$ cat src/rtl/vga_pixel_sink.sv
// Display end of the object-mux pixel interface: raster counters, sync/blank generation
// delayed to match the mux pipeline, and RRRGGGBB to 8:8:8 DAC expansion.
module vga_pixel_sink #(
    parameter int unsigned H_ACTIVE    = 640,
    parameter int unsigned H_FP        = 16,
    parameter int unsigned H_SYNC      = 96,
    parameter int unsigned H_BP        = 48,
    parameter int unsigned V_ACTIVE    = 480,
    parameter int unsigned V_FP        = 10,
    parameter int unsigned V_SYNC      = 2,
    parameter int unsigned V_BP        = 33,
    parameter int unsigned MUX_LATENCY = 1
) (
    input  logic        clk,
    input  logic        reset,
    input  logic        pixel_en,
    input  logic [7:0]  RGBIn,
    output logic [10:0] pixelX,
    output logic [10:0] pixelY,
    output logic        startOfFrame,
    output logic        hsync,
    output logic        vsync,
    output logic        blankN,
    output logic [7:0]  red,
    output logic [7:0]  green,
    output logic [7:0]  blue
);

    localparam int unsigned H_TOTAL = H_ACTIVE + H_FP + H_SYNC + H_BP;
    localparam int unsigned V_TOTAL = V_ACTIVE + V_FP + V_SYNC + V_BP;

    localparam logic [10:0] H_LAST   = 11'(H_TOTAL - 1);
    localparam logic [10:0] V_LAST   = 11'(V_TOTAL - 1);
    localparam logic [10:0] H_ACT    = 11'(H_ACTIVE);
    localparam logic [10:0] V_ACT    = 11'(V_ACTIVE);
    localparam logic [10:0] HS_START = 11'(H_ACTIVE + H_FP);
    localparam logic [10:0] HS_END   = 11'(H_ACTIVE + H_FP + H_SYNC);
    localparam logic [10:0] VS_START = 11'(V_ACTIVE + V_FP);
    localparam logic [10:0] VS_END   = 11'(V_ACTIVE + V_FP + V_SYNC);

    // Per-stage timing bits: [2] = hsync, [1] = vsync, [0] = active.
    localparam logic [2:0] TIMING_IDLE = 3'b110;

    logic [2:0]                        timing_raw;
    logic [MUX_LATENCY-1:0][2:0]       timing_dl;
    logic [MUX_LATENCY:0][2:0]         timing_shift;
    logic [2:0]                        timing_last;

    always_comb begin
        timing_raw[2] = !((pixelX >= HS_START) && (pixelX < HS_END));
        timing_raw[1] = !((pixelY >= VS_START) && (pixelY < VS_END));
        timing_raw[0] = (pixelX < H_ACT) && (pixelY < V_ACT);
        timing_shift  = {timing_dl, timing_raw};
        timing_last   = timing_shift[MUX_LATENCY];
    end

    always_ff @(posedge clk) begin
        if (reset) begin
            pixelX       <= '0;
            pixelY       <= '0;
            startOfFrame <= 1'b0;
        end else begin
            startOfFrame <= 1'b0;
            if (pixel_en) begin
                if (pixelX == H_LAST) begin
                    pixelX <= '0;
                    if (pixelY == V_LAST) begin
                        pixelY       <= '0;
                        startOfFrame <= 1'b1;
                    end else begin
                        pixelY <= pixelY + 11'd1;
                    end
                end else begin
                    pixelX <= pixelX + 11'd1;
                end
            end
        end
    end

    // The delay line runs every clk, like the mux register it shadows.
    always_ff @(posedge clk) begin
        if (reset) begin
            timing_dl <= {MUX_LATENCY{TIMING_IDLE}};
            hsync     <= 1'b1;
            vsync     <= 1'b1;
            blankN    <= 1'b0;
            red       <= '0;
            green     <= '0;
            blue      <= '0;
        end else begin
            timing_dl <= timing_shift[MUX_LATENCY-1:0];
            hsync     <= timing_last[2];
            vsync     <= timing_last[1];
            blankN    <= timing_last[0];
            if (timing_last[0]) begin
                red   <= {RGBIn[7:5], RGBIn[7:5], RGBIn[7:6]};
                green <= {RGBIn[4:2], RGBIn[4:2], RGBIn[4:3]};
                blue  <= {4{RGBIn[1:0]}};
            end else begin
                red   <= '0;
                green <= '0;
                blue  <= '0;
            end
        end
    end

endmodule
$ cat config.mk
export PLATFORM = sky130hd
export DESIGN_NAME = vga_pixel_sink
export DESIGN_NICKNAME = d
export VERILOG_FILES = /design/src/rtl/vga_pixel_sink.sv
export SDC_FILE = /design/constraint.sdc
export NUM_CORES = 1
export LEC_CHECK = 0
export CAP_MARGIN = 10
export CELL_PAD_IN_SITES_DETAIL_PLACEMENT = 1
export CELL_PAD_IN_SITES_GLOBAL_PLACEMENT = 2
export CORE_AREA = 5 5 87 89
export DETAILED_ROUTE_END_ITERATION = 16
export DIE_AREA = 0 0 92 94
export PLACE_DENSITY_LB_ADDON = 0.1
export SYNTH_ARGS = -nofsm -noshare
export SYNTH_HDL_FRONTEND = slang
export SYNTH_SLANG_ARGS = --single-unit
$ cat constraint.sdc
create_clock -name clk -period 3 [get_ports clk]
set_input_delay 0.3 -clock clk [delete_from_list [all_inputs] [get_ports clk]]
set_output_delay 0.3 -clock clk [all_outputs]
set_load 0.005 [all_outputs]
==> results of run 1 <==
-- metal layers --
| metal | vias to the layer above | wire, um | track usage [%] |
|---|---|---|---|
| li1 | 757 | - | - |
| met1 | 712 | 2310 | 15.2 |
| met2 | 33 | 2270 | 18.9 |
| met3 | 4 | 204 | 2.88 |
| met4 | 0 | 39 | 3.71 |
| met5 | - | 0 | 0 |
-- layout by cell type, fill, tap and decap left out, drive strengths merged, types with 5 or more instances in the layout --
cell type and instances:
nor2 19, nor3 8, ha 5, xnor2 6, clkbuf 6, nand2 12
a21oi 6, or3 5, nand4 7, inv 10, nand3 9, o21ai 6
dfxtp 37, and2 8, nor2b 5, clkdlybuf4s50 60
-- final cells by class --
cell class / count / area [um^2] / area share [%]
Multi-Input combinational cell: 127 / 820 / 33.7
Sequential cell: 37 / 741 / 30.4
Timing Repair Buffer: 62 / 616 / 25.3
Tap cell: 80 / 100 / 4.11
Clock buffer: 6 / 82.6 / 3.39
Clock inverter: 2 / 37.5 / 1.54
Inverter: 10 / 37.5 / 1.54
-- state kept, by name, indices dropped and copies added (netlist names), 2 cells and up --
| signal | flops |
|---|---|
| green | 3 |
| pixelX | 11 |
| timing_dl | 3 |
| pixelY | 11 |
| red | 3 |
| blue | 2 |
-- cells by family after synthesis --
group | after synthesis
xor+xnor | 10
mux | 2
compound gates | 21
flops | 37
fa+ha+maj | 5
buf+inv | 33
simple gates | 89
-- report_power, final --
group / internal (W) / leakage [nW] / switching (W)
clock: 0.000270 / 0.0574 / 0.000184
sequential: 0.000499 / 0.300 / 0.00000796
combinational: 0.0000457 / 0.449 / 0.0000264
total: 0.000815 / 0.807 / 0.000218
-- final timing paths --
kind                                   end  slack, ps  cells after the start
worst max-delay path            pixelY[10]       1030                      6
worst min-delay path                 hsync        410                      1
worst max register to register  pixelY[10]       1030                      6
worst min register to register       hsync        410                      1
-- metrics by stage --
| step | cell area (um^2) | util, % | setup WS (ps) |
|---|---|---|---|
| 2_1_floorplan | 1750 | - | 1200 |
| 3_3_place_gp | 2310 | 34.6 | 788 |
| 3_5_place_dp | 2310 | 34.6 | 743 |
| 4_1_cts | 2430 | 36.4 | 1030 |
| 5_1_grt | 2430 | 36.4 | 840 |
| 6_report | 2430 | 36.4 | 1030 |
==> results by group, run 1 <==
Die
  – Die width: 92 um
  – Core area: 6680 um^2
  – Die height: 94 um
  – Rows: 30
  – Initial Util: 26.3%
  – Die Area: 8650 um^2
  – I/O pin count: 61

Drt
  – Wire per inst: 14.9 um
  – Initial DRC Count: 45
  – Drt first pass iters: 4
  – Remaining antenna violation count: 0
  – Vias: 1,506
  – Vias per inst: 4.65
  – DRC Markers: 0
  – Routed wire length: 4.83 mm

Finish
  – Share of cells above drive strength 1: 7.38%
  – Fill count: 794
  – # diodes: 0
  – Layout Area Growth over Synthesis: 38.7%
  – Fin nets: 259
  – Filler-free cell count of the finished design: 324

Logic synthesis
  – Netlist cell types: 40
  – Synth top area share: 42.2%
  – Synth Register Bits: 37
  – Adder-Cell Fraction of Synth Area: 3.57%
  – Syn_nets: 213
  – Post-synth top area cell: dfxtp_1
  – Synth Flop Type: dfxtp_1
  – Main combinational cell family by area after synthesis: simple AND/OR/NAND/NOR gates
  – Synth Area in Simple Gates: 29.0%
  – Mapped Avg Cell Area: 8.90 um^2
  – FFs w/ async S/R, synth: 0%
  – Synth area leaders: dfxtp_1 42%, buf_4 6.8%, nor2_1 4.1%
  – Yosys Warn Count: 0
  – Synth Area in Compound Gates: 7.92%
  – Most numerous cell in the Yosys netlist: dfxtp_1
  – Top post-synthesis cells by count: 37 x dfxtp_1, 19 x nor2_1, 16 x buf_4, 12 x nand2_1, 10 x inv_1
  – Post-synthesis xor/xnor area fraction: 4.99%
  – Sequential fraction of the synthesis area: 42.2%
  – Post-synthesis cell area: 1750 um^2
  – EDFF count, synth: 0
  – Post-Synthesis Cells: 197
  – Post-synthesis mux area share: 1.21%

Timing
  – Fin Setup TNS: 0 ps
  – RSZ-0062 raised after global routing: no
  – Worst-Margin Slew: 502 ps
  – Crit share post-route: 65.6%
  – Clk_skew: 5.91 ps
  – Fmax: 508 MHz
  – Max Slew Vio Count: 0
  – Relative slew slack: 66.4%
  – Hold Vio Cnt, Final: 0
  – Hold_ws: 413 ps
  – Final Setup Violations: 0
  – Minimum clock period: 1970 ps

Clock network
  – H-Tree Level Count: 2
  – Worst-path clk slew: 80 ps
  – CTS buffer count: 5
  – Hold-fix buffers at CTS: 0
  – CTS Buffer Depth: 2
  – Setup Buffers After CTS: 0
  – Worst-skew pair later-pin latency: 290 ps
  – CTS tree: done
  – Root buffer cell: clkbuf_8
  – PostCTS Resize Cnt: 0
  – Sink Count: 37

Global routing
  – GRT Total Usage: 11.7%
  – Vias in the first global route: 1,531
  – Initial antenna violation count: 0
  – Grt ovf: 0
  – Global-route wire length before repair: 7.94 mm
  – Largest net degree at the start of global routing: 25

Worst setup path
  – Worst R2R Start: pixelY[0]
  – CP Capture Type: flip-flop
  – Required @ worst endpoint: 3190 ps
  – Crit-path cells: inv_1 -> ha_1 -> nor4bb_1 -> nand4_1 -> and4_1 -> a31o_2
  – Worst setup SP type: flip-flop
  – Critical path launch point: pixelY[0]
  – Worst-path maximum fanout: 8
  – Crit path DAT: 2160 ps
  – Slowest Stage Delay on Critical Path: 420 ps
  – Top delay family on crit path: simple AND/OR/NAND/NOR gates
  – Crit path kind: flip-flop to flip-flop
  – Crit-path slowest cell: nand4_1
  – Buf/Inv on CP: 1

Job
  – Max Cap Viol: 0

Power
  – Leakage: 0.807 nW
  – Maximum vdd drop: 0.181 mV
  – PwrDens: 425 nW/um^2
  – Overall power: 0.00103 W

Hold path
  – Hold Startpoint: timing_dl[2]
  – Hold Path Class: flip-flop to flip-flop

Status
  – Status: completed

Placed design
  – Routability congestion estimate: 0.734
  – IO buf count: 60
  – Placed insts: 316
  – DP Wirelength: 3.67 mm
(Power assumes the default switching activity.)
==> run 2: changes to the inputs <==
--- a/config.mk
+++ b/config.mk
@@ -8,9 +8,9 @@
 export CAP_MARGIN = 10
 export CELL_PAD_IN_SITES_DETAIL_PLACEMENT = 1
 export CELL_PAD_IN_SITES_GLOBAL_PLACEMENT = 2
-export CORE_AREA = 5 5 87 89
+export CORE_AREA = 5 5 94 96
 export DETAILED_ROUTE_END_ITERATION = 16
-export DIE_AREA = 0 0 92 94
+export DIE_AREA = 0 0 99 101
 export PLACE_DENSITY_LB_ADDON = 0.1
 export SYNTH_ARGS = -nofsm -noshare
 export SYNTH_HDL_FRONTEND = slang
==> constraint.sdc (replaced) <==
create_clock -name clk -period 1.7 [get_ports clk]
set_input_delay 0.17 -clock clk [delete_from_list [all_inputs] [get_ports clk]]
set_output_delay 0.17 -clock clk [all_outputs]
set_load 0.005 [all_outputs]
==> run 2 against run 1 <==
Sequential power up 75%. Global-route usage down 0.15 points. Utilization down 0.92 points. Non-clock buffer count up 34. Critical endpoint is now pixelY[6].
==> results by group, run 2 (synthesized netlist as in run 1, its figures left out) <==
Global routing
  – GRT Total Usage: 11.5% (-0.15 points)
  – Vias in the first global route: 1,723 (+13%)
  – Global-route wire length before repair: 9.10 mm (+15%)
  – Largest net degree at the start of global routing: 25 (unchanged)
  – Grt ovf: 0 (unchanged)
  – Initial antenna violation count: 0 (unchanged)

Placed design
  – Routability congestion estimate: 0.704 (-4.2%)
  – IO buf count: 60 (unchanged)
  – DP Wirelength: 4.22 mm (+15%)

Timing
  – Final Setup Violations: 0 (unchanged)
  – RSZ-0062 raised after global routing: yes
  – Hold_ws: 421 ps (+8.75 ps)
  – Clk_skew: 7.41 ps (+1.50 ps)
  – Crit share post-route: 97.0% (+31 points)
  – Hold Vio Cnt, Final: 0 (unchanged)
  – Worst-Margin Slew: 462 ps (-39.9 ps)
  – Minimum clock period: 1650 ps (-319 ps)
  – Fmax: 606 MHz (+19%)
  – Relative slew slack: 69.1% (+2.7 points)
  – Max Slew Vio Count: 0 (unchanged)

Die
  – I/O pin count: 61 (unchanged)
  – Die width: 99 um (+7.6%)
  – Die height: 101 um (+7.4%)
  – Die Area: 10000 um^2 (+16%)
  – Rows: 33 (+10%)
  – Initial Util: 22.0% (-4.2 points)
  – Core area: 7970 um^2 (+19%)

Worst setup path
  – CP Capture Type: flip-flop
  – Critical path launch point: pixelY[0]
  – Worst setup SP type: flip-flop
  – Crit path DAT: 1860 ps (-300 ps)
  – Worst R2R Start: pixelY[0]
  – Required @ worst endpoint: 1910 ps (-1280 ps)
  – Crit path kind: flip-flop to flip-flop
  – Worst-path maximum fanout: 4 (-4)

Status
  – Status: completed

Drt
  – Drt first pass iters: 3 (-1)
  – Remaining antenna violation count: 0 (unchanged)
  – Vias: 1,664 (+10%)
  – Vias per inst: 4.34 (-6.5%)
  – Routed wire length: 5.59 mm (+16%)
  – DRC Markers: 0 (unchanged)
  – Initial DRC Count: 76 (+69%)
  – Wire per inst: 14.6 um (-2.1%)

Finish
  – Commonest cells after routing, fill and taps aside: 60 x clkdlybuf4s50_1, 33 x buf_4, 31 x dfxtp_1, 19 x nor2_1, 12 x nand2_1
  – Largest registers: pixelX: 11 flops, pixelY: 11 flops
  – Commonest non-fill, non-tap cell in the layout: clkdlybuf4s50_1
  – # diodes: 0 (unchanged)
  – Final core occ: 35.5% (-0.92 points)
  – Share of cells above drive strength 1: 24.1% (+17 points)
  – Fill count: 930 (+17%)
  – Layout Area Growth over Synthesis: 61.3%
  – Fin nets: 293 (+13%)

Clock network
  – CTS buffer count: 5 (unchanged)
  – Root buffer cell: clkbuf_8
  – Worst-path clk slew: 80 ps (about the same)
  – Worst-skew pair later-pin latency: 290 ps (about the same)
  – H-Tree Level Count: 2 (unchanged)
  – CTS tree: done
  – Sink Count: 37 (unchanged)
  – CTS Buffer Depth: 2 (unchanged)

Job
  – Max Cap Viol: 0 (unchanged)

Hold path
  – Hold Path Class: flip-flop to flip-flop
  – Hold Startpoint: timing_dl[2]

Power
  – Maximum vdd drop: 0.244 mV (+35%)
  – Leakage: 0.996 nW (+23%)
  – PwrDens: 647 nW/um^2 (+52%)
[run 2: cell types whose count changed in the layout (fill, tap and decap cells not counted), sizes merged]
cell      change
buf          +34
clkbuf        -1
clkinv        +1
inv           +1
clkinvlp      -1
[run 2: layout make-up]
class                   instances  area [um^2]  share of cell area (%)
well taps                     105          131                    4.64
flip-flops and latches         37          756                    26.7
multi-input cells             127          891                    31.5
inverters                      10         37.5                    1.33
clock inverters                 3         45.0                    1.59
clock buffers                   5         68.8                    2.43
repair buffers                 96          900                    31.8
[run 2: worst max-delay path, cell delays in order (launching register included)]
cell	delay (ps)
dfxtp_4	350
buf_4	140
ha_4	140
nand4_1	170
or2_4	300
or3_1	340
o32ai_2	130
[run 2: worst paths after layout]
check / end / slack (ps) / cells after the start
setup / recovery: pixelY[6] / 50 / 6
hold reg to reg: hsync / 420 / 1
setup reg to reg: pixelY[6] / 50 / 6
hold / removal: hsync / 420 / 1
[run 2: metal layers]
metal | GRT usage (%) | routed length (um)
met1 | 14.5 | 2570
met3 | 3.11 | 256
met4 | 4.73 | 102
met2 | 18.5 | 2650
met5 | 0 | 0
[run 2: what timing repair did]
action	in CTS	in global routing
buffers inserted	0	1
hold buffers	0	0
pin swaps	3	4
endpoints found under the setup margin	6	15
gates resized for setup	5	9
[run 2: power by group]
part | switching [W] | leakage, nW | internal [W]
clock | 0.000345 | 0.0587 | 0.000440
combinational | 0.0000573 | 0.633 | 0.0000981
sequential | 0.0000104 | 0.304 | 0.000879
total | 0.000413 | 0.996 | 0.00142
[run 2: metrics by stage]
stage	std cells	worst slack (ps)	TNS, ps	cell area [um^2]	total power [W]
2_1_floorplan	197	7.14	0	1790	0.000973
3_3_place_gp	374	-105	-410	2650	0.00107
3_5_place_dp	374	-132	-495	2650	0.00107
4_1_cts	382	2.81	0	2780	0.00188
5_1_grt	383	-51.3	-115	2830	0.00193
6_report	383	50.4	0	2830	0.00183
==> run 3: changes to the inputs <==
--- a/config.mk
+++ b/config.mk
@@ -5,13 +5,15 @@
 export SDC_FILE = /design/constraint.sdc
 export NUM_CORES = 1
 export LEC_CHECK = 0
+export ABC_AREA = 1
 export CAP_MARGIN = 10
 export CELL_PAD_IN_SITES_DETAIL_PLACEMENT = 1
 export CELL_PAD_IN_SITES_GLOBAL_PLACEMENT = 2
-export CORE_AREA = 5 5 94 96
+export CORE_AREA = 5 5 99 101
 export DETAILED_ROUTE_END_ITERATION = 16
-export DIE_AREA = 0 0 99 101
+export DIE_AREA = 0 0 104 106
 export PLACE_DENSITY_LB_ADDON = 0.1
 export SYNTH_ARGS = -nofsm -noshare
 export SYNTH_HDL_FRONTEND = slang
 export SYNTH_SLANG_ARGS = --single-unit
+export TNS_END_PERCENT = 1
==> run 3 against run 2 <==
Global-route usage fell by 0.65 points. Sequential power about the same. Clock power is 3.7% higher. Register-to-register slack better by 180 ps. First-iteration DRC count shrank 42%. Utilization is 5.6 points lower. Clock skew down 1.0 ps. Count of clock-buffer cells in the layout grew 1. Die area increased by 10%. Largest power group unchanged.
==> results by group, run 3 <==
Clock network
  – CTS tree: done
  – Worst-path clk slew: 80 ps (about the same)
  – H-Tree Level Count: 2 (unchanged)
  – Worst-skew pair later-pin latency: 290 ps (about the same)
  – CTS Buffer Depth: 2 (unchanged)
  – Sink Count: 37 (unchanged)
  – Hold-fix buffers at CTS: 0 (unchanged)
  – PostCTS Resize Cnt: 0 (-5)
  – CTS buffer count: 5 (unchanged)
  – Setup Buffers After CTS: 0 (unchanged)
  – Root buffer cell: clkbuf_8

Global routing
  – Global-route wire length before repair: 9.65 mm (+6.1%)
  – Grt ovf: 0 (unchanged)
  – Most Used Layer, Global Route: met2
  – Routing usage on met1: 14.3% (-0.17 points)
  – GRT Total Usage: 10.9% (-0.65 points)
  – Largest net degree at the start of global routing: 13 (-48%)
  – Vias in the first global route: 1,868 (+8.4%)
  – Met3 GRT Util: 3.04% (-0.078 points)
  – Grt met2 use: 17.2% (-1.3 points)
  – Initial antenna violation count: 0 (unchanged)

Logic synthesis
  – Netlist cell types: 27 (-33%)
  – FFs w/ async S/R, synth: 0% (unchanged)
  – Mapped Avg Cell Area: 6.87 um^2 (-23%)
  – Post-synth top area cell: dfxtp_1
  – Yosys Warn Count: 0 (unchanged)
  – Synth area leaders: dfxtp_1 40%, nand2_1 14%, nor2_1 8.4%
  – Synth Flop Type: dfxtp_1
  – Post-synthesis cell area: 1870 um^2 (+6.6%)
  – Post-Synthesis Cells: 272 (+38%)
  – Synth top area share: 39.6% (-2.6 points)
  – Most numerous cell in the Yosys netlist: nand2_1
  – Sequential fraction of the synthesis area: 39.6% (-2.6 points)
  – Top post-synthesis cells by count: 69 x nand2_1, 42 x nor2_1, 39 x inv_1, 37 x dfxtp_1
  – Syn_nets: 288 (+35%)
  – Synth Register Bits: 37 (unchanged)
  – EDFF count, synth: 0 (unchanged)

Timing
  – Hold Vio Cnt, Final: 0 (unchanged)
  – Fmax: 644 MHz (+6.2%)
  – Max Slew Vio Count: 0 (unchanged)
  – Minimum clock period: 1550 ps (-96.4 ps)
  – Final Setup Violations: 0 (unchanged)
  – Relative slew slack: 78.0% (+8.9 points)
  – Post-route worst setup slack: 147 ps (+96.4 ps)
  – RSZ-0062 raised after global routing: no
  – Fin Setup TNS: 0 ps (unchanged)
  – Worst-Margin Slew: 330 ps (-133 ps)
  – Clk_skew: 6.36 ps (-1.05 ps)
  – Crit share post-route: 91.4% (-5.7 points)

Drt
  – Vias: 1,824 (+9.6%)
  – DRC Markers: 0 (unchanged)
  – Drt first pass iters: 4 (+1)
  – Routed wire length: 5.78 mm (+3.4%)
  – Vias per inst: 4.13 (-5.0%)
  – Wire per inst: 13.1 um (-10%)
  – Initial DRC Count: 44 (-42%)
  – Remaining antenna violation count: 0 (unchanged)

Finish
  – FF+latch area: 741 um^2 (-2.0%)
  – Largest registers: pixelX: 11 flops, pixelY: 11 flops
  – Area of the multi-input gates: 843 um^2 (-5.3%)
  – Share of cells above drive strength 1: 9.67% (-14 points)
  – Commonest non-fill, non-tap cell in the layout: nand2_1
  – Design area: 2670 um^2 (-5.6%)
  – Final core occ: 29.9% (-5.6 points)
  – Commonest cells after routing, fill and taps aside: 69 x nand2_1, 60 x clkdlybuf4s50_1, 41 x nor2_1, 39 x inv_1, 37 x dfxtp_1
  – Layout Area Growth over Synthesis: 42.9%
  – Fill count: 1,118 (+20%)
  – Fin nets: 346 (+18%)
  – # diodes: 0 (unchanged)

Worst setup path
  – Top delay family on crit path: buffers and inverters
  – CP Capture Type: output pin
  – Crit path kind: flip-flop to output pin
  – Crit-path slowest cell: clkdlybuf4s50_1
  – Crit path DAT: 1380 ps (-480 ps)
  – Worst setup SP type: flip-flop
  – Required @ worst endpoint: 1530 ps (-380 ps)
  – Crit-path cells: clkdlybuf4s50_1
  – Worst-path maximum fanout: 8 (+4)
  – Buf/Inv on CP: 1 (unchanged)
  – Slowest Stage Delay on Critical Path: 570 ps (+220 ps)

Die
  – Initial Util: 20.9% (-1.1 points)
  – Die Area: 11,000 um^2 (+10%)
  – Die height: 106 um (+5.0%)
  – Rows: 35 (+6.1%)
  – Core area: 8930 um^2 (+12%)
  – I/O pin count: 61 (unchanged)
  – Die width: 104 um (+5.1%)

Status
  – Status: completed

Placed design
  – Placed instance area: 2540 um^2 (-4.0%)
  – Routability congestion estimate: 0.707 (+0.44%)
  – DP Wirelength: 4.65 mm (+10%)
  – Dpl ws: 110 ps (+242 ps)
  – IO buf count: 60 (unchanged)

Job
  – Max Cap Viol: 0 (unchanged)

Power
  – Maximum vdd drop: 0.244 mV (-0.12%)
  – Leakage: 1.10 nW (+10%)
  – PwrDens: 693 nW/um^2 (+7.1%)
  – Overall power: 0.00185 W (+1.1%)

Hold path
  – Hold Path Class: input pin to flip-flop
==> run 3: cell types whose count changed after synthesis, sizes merged, moves of 4 or more <==
cell	delta
nand2	+60
inv	+31
nor2	+27
and2	-8
nand3	+7
xnor2	-6
nor2b	-5
or3	-5
nor3	-4
==> run 3: area by class of cell <==
cell class                      count  share of cell area (%)
Tap cell                          111                    5.20
Multi-Input combinational cell    175                    31.6
Inverter                           42                    6.00
Clock buffer                        6                    3.09
Clock inverter                      2                    1.41
Timing Repair Buffer               69                    25.0
Sequential cell                    37                    27.7
==> run 3: report_power, final <==
| part | internal [W] | switching (W) | total, W | leakage (nW) |
|---|---|---|---|---|
| sequential | 0.000880 | 0.00000907 | 0.000889 | 0.301 |
| clock | 0.000477 | 0.000338 | 0.000815 | 0.0574 |
| combinational | 0.0000868 | 0.0000592 | 0.000146 | 0.740 |
==> run 3: final timing paths <==
kind	from	to	slack (ps)	depth (start not counted)
worst max-delay path	pixelY[5]	pixelY[5]	150	1
worst min-delay path	RGBIn[3]	green[6]	400	3
worst max register to register	pixelX[0]	pixelY[1]	230	7
worst min register to register	timing_dl[1]	vsync	410	1
==> run 3: kinds of logic (layout without fill, tap and decap cells) <==
logic type	Yosys count	count (layout)	synth area share [%]
compound gates	20	20	5.62
flops	37	37	39.6
simple gates	148	148	34.8
buf+inv	60	119	15.7
xor+xnor	2	2	0.937
fa+ha+maj	5	5	3.35
==> run 3: routing by layer <==
metal  wire [um]  share of wire, %
met1        2870                50
met4          68               1.2
met5           0                 0
met2        2510                44
met3         324               5.6
==> run 3: metrics by stage <==
| step | hold slack (ps) | std cells |
|---|---|---|
| after detailed placement | 395 | 434 |
| final | 403 | 442 |
| after global placement | 393 | 434 |
| after global routing | 397 | 442 |
| after CTS | 393 | 442 |
| after floorplan | 282 | 272 |
